--- config.mk ---
export PLATFORM = sky130hd
export DESIGN_NAME = sdp_ram_ctrl
export DESIGN_NICKNAME = d
export VERILOG_FILES = /design/src/rtl/ram_pkg.sv /design/src/rtl/ram_clear_seq.sv /design/src/rtl/sdp_ram_ctrl.sv
export SDC_FILE = /design/constraint.sdc
export NUM_CORES = 2
export LEC_CHECK = 0
export BUFFER_PORTS_ARGS = -buffer_cell sky130_fd_sc_hd__buf_2
export CAP_MARGIN = 20
export CORE_UTILIZATION = 42
export CTS_BUF_LIST = sky130_fd_sc_hd__clkbuf_8
export CTS_CLUSTER_SIZE = 8
export DETAILED_ROUTE_END_ITERATION = 8
export GPL_TIMING_DRIVEN = 0
export PLACE_DENSITY = 0.66
export REMOVE_ABC_BUFFERS = 1
export SYNTH_ARGS = -nofsm -noshare
export SYNTH_HDL_FRONTEND = slang
export SYNTH_HIERARCHICAL = 1
export SYNTH_SLANG_ARGS = --single-unit
--- constraint.sdc ---
create_clock -name sys_clk -period 21.4 [get_ports sys_clk]
set_clock_uncertainty 0.05 [all_clocks]
set_input_delay 0 -clock sys_clk [delete_from_list [all_inputs] [get_ports sys_clk]]
set_output_delay 0 -clock sys_clk [all_outputs]
set_load 0.02 [all_outputs]
--- src/rtl/ram_pkg.sv ---
// Shared types for the simple-dual-port RAM controller.
// Holds the clear FSM encoding and the read-during-write mode selectors.
package ram_pkg;

  typedef enum logic {
    IDLE  = 1'b0,
    CLEAR = 1'b1
  } state_t;

  localparam int RD_FIRST = 0;
  localparam int WR_FIRST = 1;

  // Replace only the enabled bytes of old_w with new_w.
  function automatic logic [63:0] be_merge64(
    input logic [63:0] old_w,
    input logic [63:0] new_w,
    input logic [7:0]  be
  );
    logic [63:0] r;
    r = old_w;
    for (int i = 0; i < 8; i++) begin
      if (be[i]) r[8*i +: 8] = new_w[8*i +: 8];
    end
    return r;
  endfunction

endpackage

--- src/rtl/ram_clear_seq.sv ---
// Clear sequencer: walks every address once after reset or on request.
// While it runs the RAM is owned by this block and user traffic is dropped.
module ram_clear_seq
  import ram_pkg::*;
#(
  parameter int ADDR_W = 8
) (
  input  logic              i_clk,
  input  logic              i_rst,
  input  logic              i_clr_req,
  output logic              o_clr_we,
  output logic [ADDR_W-1:0] o_clr_addr,
  output logic              o_busy
);

  state_t            r_state;
  logic [ADDR_W-1:0] r_cnt;
  logic              w_last;

  assign w_last = &r_cnt;

  // The counter wraps to 0 on the exit edge, so a new clear starts clean.
  always_ff @(posedge i_clk or posedge i_rst) begin
    if (i_rst) begin
      r_state <= CLEAR;
      r_cnt   <= '0;
    end else begin
      case (r_state)
        CLEAR: begin
          r_cnt <= r_cnt + 1'b1;
          if (w_last) r_state <= IDLE;
        end
        IDLE: begin
          if (i_clr_req) begin
            r_state <= CLEAR;
            r_cnt   <= '0;
          end
        end
        default: begin
          r_state <= CLEAR;
          r_cnt   <= '0;
        end
      endcase
    end
  end

  assign o_busy     = (r_state == CLEAR);
  assign o_clr_we   = o_busy;
  assign o_clr_addr = r_cnt;

endmodule

--- src/rtl/sdp_ram_ctrl.sv ---
// Simple-dual-port RAM with byte enables, collision bypass, optional
// output register and a self-clearing array.
module sdp_ram_ctrl
  import ram_pkg::*;
#(
  parameter int DATA_W  = 8,
  parameter int ADDR_W  = 8,
  parameter int OUT_REG = 0,
  parameter int RD_MODE = 0
) (
  input  logic                sys_clk,
  input  logic                sys_rst,
  input  logic                clr_req,
  input  logic                wr_en,
  input  logic [ADDR_W-1:0]   wr_addr,
  input  logic [DATA_W-1:0]   wr_data,
  input  logic [DATA_W/8-1:0] wr_be,
  input  logic                rd_en,
  input  logic [ADDR_W-1:0]   rd_addr,
  output logic [DATA_W-1:0]   rd_data,
  output logic                rd_valid,
  output logic                init_busy
);

  localparam int BE_W  = DATA_W / 8;
  localparam int DEPTH = 1 << ADDR_W;

  if ((DATA_W % 8) != 0) begin : g_bad_width
    $error("sdp_ram_ctrl: DATA_W must be a multiple of 8");
  end

  logic [DATA_W-1:0] r_mem [DEPTH];

  logic              w_busy;
  logic              w_clr_we;
  logic [ADDR_W-1:0] w_clr_addr;
  logic              w_usr_wr;
  logic              w_usr_rd;
  logic              w_usr_clr;
  logic              w_we;
  logic [ADDR_W-1:0] w_waddr;
  logic [DATA_W-1:0] w_wdata;
  logic [BE_W-1:0]   w_wbe;
  logic              w_hit;
  logic [DATA_W-1:0] w_rword;
  logic [DATA_W-1:0] w_merged;
  logic [DATA_W-1:0] w_rnext;

  logic [DATA_W-1:0] r_d1;
  logic              r_v1;

  assign w_usr_wr  = wr_en & ~w_busy;
  assign w_usr_rd  = rd_en & ~w_busy;
  assign w_usr_clr = clr_req & ~w_busy;

  ram_clear_seq #(
    .ADDR_W (ADDR_W)
  ) u_clr (
    .i_clk      (sys_clk),
    .i_rst      (sys_rst),
    .i_clr_req  (w_usr_clr),
    .o_clr_we   (w_clr_we),
    .o_clr_addr (w_clr_addr),
    .o_busy     (w_busy)
  );

  assign w_we    = w_clr_we | w_usr_wr;
  assign w_waddr = w_clr_we ? w_clr_addr : wr_addr;
  assign w_wdata = w_clr_we ? '0 : wr_data;
  assign w_wbe   = w_clr_we ? {BE_W{1'b1}} : wr_be;

  always_ff @(posedge sys_clk) begin
    if (w_we) begin
      for (int i = 0; i < BE_W; i++) begin
        if (w_wbe[i]) r_mem[w_waddr][8*i +: 8] <= w_wdata[8*i +: 8];
      end
    end
  end

  assign w_rword = r_mem[rd_addr];
  assign w_hit   = w_usr_wr & (wr_addr == rd_addr);

  always_comb begin
    w_merged = w_rword;
    for (int i = 0; i < BE_W; i++) begin
      if (wr_be[i]) w_merged[8*i +: 8] = wr_data[8*i +: 8];
    end
  end

  // Write-first forwards the merged word; read-first sees the array as-is.
  assign w_rnext = ((RD_MODE == WR_FIRST) && w_hit) ? w_merged : w_rword;

  always_ff @(posedge sys_clk or posedge sys_rst) begin
    if (sys_rst) begin
      r_d1 <= '0;
      r_v1 <= 1'b0;
    end else begin
      r_v1 <= w_usr_rd;
      if (w_usr_rd) r_d1 <= w_rnext;
    end
  end

  if (OUT_REG != 0) begin : g_oreg
    logic [DATA_W-1:0] r_d2;
    logic              r_v2;

    always_ff @(posedge sys_clk or posedge sys_rst) begin
      if (sys_rst) begin
        r_d2 <= '0;
        r_v2 <= 1'b0;
      end else begin
        r_v2 <= r_v1;
        if (r_v1) r_d2 <= r_d1;
      end
    end

    assign rd_data  = r_d2;
    assign rd_valid = r_v2;
  end else begin : g_noreg
    assign rd_data  = r_d1;
    assign rd_valid = r_v1;
  end

  assign init_busy = w_busy;

endmodule

---- Word-level counts from Yosys, hierarchy flattened ----
Memory sizes are Yosys's and may differ from the RTL's. A register that Yosys moved wholly into a read port is not among the register bits.
Cells that the tools add are included.
storage, ports and cells
  register bits after elaboration ......... 10
  bits in writable memories ............... 2048
  input port bits ......................... 30
  output and inout port bits .............. 10
  word-level logic and storage cells ...... 23
  memories ................................ 1
cells by class
  add/sub/neg operators ................... 1
  eq/ne operators ......................... 1
  mux-type cells .......................... 11
  bitwise gates (word level) .............. 5
  reduce and logical (&&, ||, !) cells .... 1
memory list
  memory  words  bits a word  read ports  clocked after memory_dff  write ports  RTL line            RTL
  r_mem   256    8            1           1                         1            sdp_ram_ctrl.sv:32  logic [DATA_W-1:0] r_mem [DEPTH];
operators by type and width
  cell                                                              number
  8-bit 2-to-1 mux                                                  3
  8-bit one-hot mux with 2 select lines                             1
  8-bit by 1-bit adder with 8-bit output (second input constant)    1
  8-bit AND reduction                                               1
  1-bit 2-to-1 mux                                                  6
  1-bit AND                                                         3
  2-bit by 1-bit != test with 1-bit output (second input constant)  1
  1-bit one-hot mux with 2 select lines                             1
  1-bit NOT                                                         1
  1-bit bitwise OR                                                  1

---- Logic depth before layout (Yosys ltp) ----
  depth after elaboration ................. 5
  gate-level depth with buffers ........... 13

---- By module ----
The synthesis kept the hierarchy.
by module, submodules not included
  module         instances  cells an instance  area each (um^2)  seq. area each (um^2)
  sdp_ram_ctrl   1          3935               80140.6           61724.2
  ram_clear_seq  1          48                 474.2             226.5

---- Worst setup path before layout ----
Ideal clock, no wire load.
  kind .................................... reg-to-reg
  start point ............................. register u_clr.r_state, in the netlist u_clr/o_busy
  end point ............................... memory r_mem[0][0] (data pin)
  arrival ................................. 7.194 ns
  data required time ...................... 19.904 ns
  path slack .............................. 12.710 ns
  cell stages (with the launch flop) ...... 5
  buffers on the path ..................... 3
  period minus slack after synthesis ...... 8.690 ns
  path through ............................ dfstp_2 buf_4 clkbuf_1 clkbuf_1 nor2b_1
on the way
  longest elaborated chain between the ends .. 1
RTL lines
  element                   RTL line             RTL
  start: declaration        ram_clear_seq.sv:16  state_t r_state;
  start signal: assignment  ram_clear_seq.sv:25  r_state <= CLEAR;
  start signal: assignment  ram_clear_seq.sv:31  if (w_last) r_state <= IDLE;
  start signal: assignment  ram_clear_seq.sv:35  r_state <= CLEAR;
  8-bit 2-to-1 mux          sdp_ram_ctrl.sv:69   assign w_wdata = w_clr_we ? '0 : wr_data;
  via w_wdata[0]            sdp_ram_ctrl.sv:42   logic [DATA_W-1:0] w_wdata;
  end: declaration          sdp_ram_ctrl.sv:32
The timed path passes the listed nets, and every way through them passes these cells.

==> flow_summary_export.csv <==
group,metric,value,unit
die,die_x,440,um
placement,dp_hpwl,120,mm
logic_synthesis,synthDistinctLibCells,66,
cells_and_area,final_common_cell,"edfxtp_1",
global_route,grt_pass1_vias,40900,
setup_path,cp_data_required_time,22.30,ns
setup_path,cp.arrival,5.42,ns
global_route,track_usage,0.200,
power,design_power_total,8.54,mW
power,worst_ir_drop_vdd,0.0725,mV
cells_and_area,drive_gt1_frac,0.205,
clock_tree,cts.sinks,2066,
timing,period_share,0.211,
setup_path,cp_max_fo,93,
logic_synthesis,netlist_instances,3983,
setup_path,cp-start-kind,"input port",
setup_path,end_kind,"register",
power,p_per_area,94.4,nW/um^2
setup_path,path_buf_inv,4,
cells_and_area,final_nets,4276,
die,die_area,194000,um^2
setup_path,r2r_cells,4,
logic_synthesis,synth-main-ff-cell,"edfxtp_1",
die,core,190000,um^2
global_route,grt_max_degree,94,
setup_path,critPathMaxStageDelay,0.79,ns
placement,io_buffer_count,39,
die,die_h,440,um
die,num_rows,160,
timing,fin_crit,4.52,ns
run,drv_cap,0,
logic_synthesis,async_flop_share,0.00871,
die,start_util,0.423,
clock_tree,cts.reportedPaths.clkPinSlew,0.06,ns
die,io_pins,40,
timing,rsz0062_at_grt,"no",
clock_tree,clock_path_buffers,4,
logic_synthesis,synth_edf_count,2048,
drt,drtIter0Drc,4929,
clock_tree,htree_levels,5,
drt,drt-wirelength-per-cell,28.1,um
timing,fmax,0.221,GHz
placement,finalWeightedCongestion,0.827,
clock_tree,clock_latency,1.03,ns
cells_and_area,nFillCells,15500,
global_route,gr-total-overflow,0,
drt,antenna_left,0,
global_route,antenna_found_initial,7,
setup_path,path_depth,11,
cells_and_area,layout_common_cells,"edfxtp_1 (2048), mux4_2 (379), clkbuf_8 (348), nor2_1 (294), mux2i_1 (242)",
run_status,status,"finished, final reports clean",
drt,num_vias,40700,
timing,fin_ws,16.88,ns
cells_and_area,fin_util,0.475,
timing,worstMarginPinSlew,1.17,ns
drt,route.detailed.drc,0,
logic_synthesis,yosysSeqAreaShare,0.768,
global_route,grt_first_pass_wirelength,281,mm
clock_tree,cts_buffers,336,
setup_path,crit_family,"simple AND/OR/NAND/NOR gates",
worst_hold_path,min_path_type,"in2async",
timing,hold_viol,0,
power,leakagePower,29.2,nW
setup_path,cpMostUsedCell,"buf_16",
drt,vias_per_cell,5.86,
timing,slew_violations,0,
logic_synthesis,yosys_warnings,6,
drt,first_pass_iters,7,
logic_synthesis,syn-cell-area,80600,um^2
clock_tree,root_buffer,"clkbuf_8",
drt,wirelength,196,mm
logic_synthesis,ys_ff_latch,2066,
setup_path,path_class,"in2reg",
setup_path,cpMaxStageDelayCell,"a2111oi_0",
clock_tree,ctsResizeCount,0,
setup_path,cp_cell_sequence,"buf_8, buf_16, buf_16, buf_16, nand2b_1, a211oi_1, a2111oi_0, a2111oi_0, nor4_1, nand4_1, nand3_1",
placement,pre_cts_ws,15.88,ns
timing,finalSetupViolations,0,
cells_and_area,area_growth_syn_to_layout,12.2,%
timing,relSlewSlack,0.214,
logic_synthesis,avgSynthCellArea,20.2,um^2
clock_tree,cts_tree,"yes",
-- repair_timing --
action,4_1_cts,5_1_grt
hold endpoints to repair,2047,0
buffers inserted,0,0
setup endpoints to repair,0,0
hold buffers,34,0
-- registers in the layout, summed over array words and instances (netlist names) --
register / cells
r_mem: 2048
rd_data: 8
u_clr/o_clr_addr: 8
rd_valid: 1
u_clr/o_busy: 1
-- layer usage --
| metal | GRT usage | vias up | wire (um) |
|---|---|---|---|
| met5 | 0 | - | 0 |
| met1 | 0.267 | 21200 | 76200 |
| met2 | 0.320 | 2050 | 95500 |
| li1 | - | 17100 | - |
| met3 | 0.0445 | 360 | 17200 |
| met4 | 0.0755 | 0 | 6580 |
-- cell usage after synthesis, types with 9 or more instances --
master	instances	area share
a2111oi_0	35	0.0038
a211oi_1	38	0.0035
a21oi_1	39	0.0024
a22o_1	12	0.0013
a22oi_1	84	0.0078
buf_1	16	0.00075
buf_2	38	0.0024
buf_4	37	0.0034
buf_6	28	0.0039
buf_8	10	0.0019
clkbuf_1	104	0.0048
dfrtp_1	17	0.0053
edfxtp_1	2048	0.76
inv_1	16	0.00075
mux2i_1	242	0.030
mux4_1	11	0.0036
mux4_2	379	0.11
nand2_1	100	0.0047
nand2b_1	15	0.0012
nand3_1	48	0.0030
nand4_1	15	0.0012
nor2_1	296	0.014
nor2b_1	38	0.0029
nor3_1	27	0.0017
nor4_1	9	0.00070
o21ai_0	38	0.0024
o221ai_1	63	0.0068
o22ai_1	79	0.0061
o32ai_1	13	0.0014
-- power breakdown --
part,internal [mW],total (mW),switching [mW]
registers,4.62,4.68,0.0541
clock network,1.51,2.97,1.46
logic,0.253,0.890,0.637
-- through the flow --
stage / instances / cell area, um^2 / TNS [ns] / hold slack [ns]
floorplan: 3743 / 79100 / 0 / -0.223
global placement: 6293 / 82400 / -2.83 / 0.0280
detailed placement: 6379 / 84500 / 0 / 0.0246
CTS: 6936 / 90400 / 0 / 0.0172
global route: 6946 / 90400 / 0 / 0.0926
finish: 6946 / 90400 / 0 / 0.132
-- final timing paths --
kind	startpoint	slack, ns	to
min in group sys_clk	wr_addr[0]	0.14	r_mem[198][2]$_DFFE_PP_
worst min register to register	u_clr/o_clr_addr[6]$_DFFE_PP0P_	0.55	u_clr/o_clr_addr[6]$_DFFE_PP0P_
worst max-delay path	rd_addr[1]	16.88	rd_data[3]$_DFFE_PP0P_
max in group asynchronous	sys_rst	20.80	rd_data[1]$_DFFE_PP0P_
worst min-delay path	sys_rst	0.13	u_clr/o_clr_addr[0]$_DFFE_PP0P_
worst max register to register	u_clr/o_busy$_DFF_PP1_	17.26	r_mem[179][5]$_DFFE_PP_
-- cells by family (layout without fill, tap and decap cells) --
kind of cell,after synthesis,after routing,synth area share
AOI/OAI and AO/OA,436,436,0.0388
xor gates and xnor gates,1,1,0.000109
adders and majority gates,1,1,0.000155
buffers and inverters,256,703,0.0196
DFF,2066,2066,0.768
muxes,635,635,0.140
other,0,5,0
and+or+nand+nor,588,588,0.0328
-- cell type report --
class | instances | area [um^2] | area share
diodes | 5 | 12.5 | 0.000138
well taps | 2511 | 3140 | 0.0347
repair buffers | 164 | 2460 | 0.0272
multi-input cells | 1661 | 17200 | 0.191
clock inverters | 175 | 753 | 0.00833
inverters | 16 | 62.6 | 0.000692
clock buffers | 348 | 4790 | 0.0530
flip-flops and latches | 2066 | 62000 | 0.685
-- tightest hold or removal path: cells and delay by family --
kind     cells  cell delay, ns
buf+inv      4            1.62
Note: power is estimated with default switching activity, not from simulation.
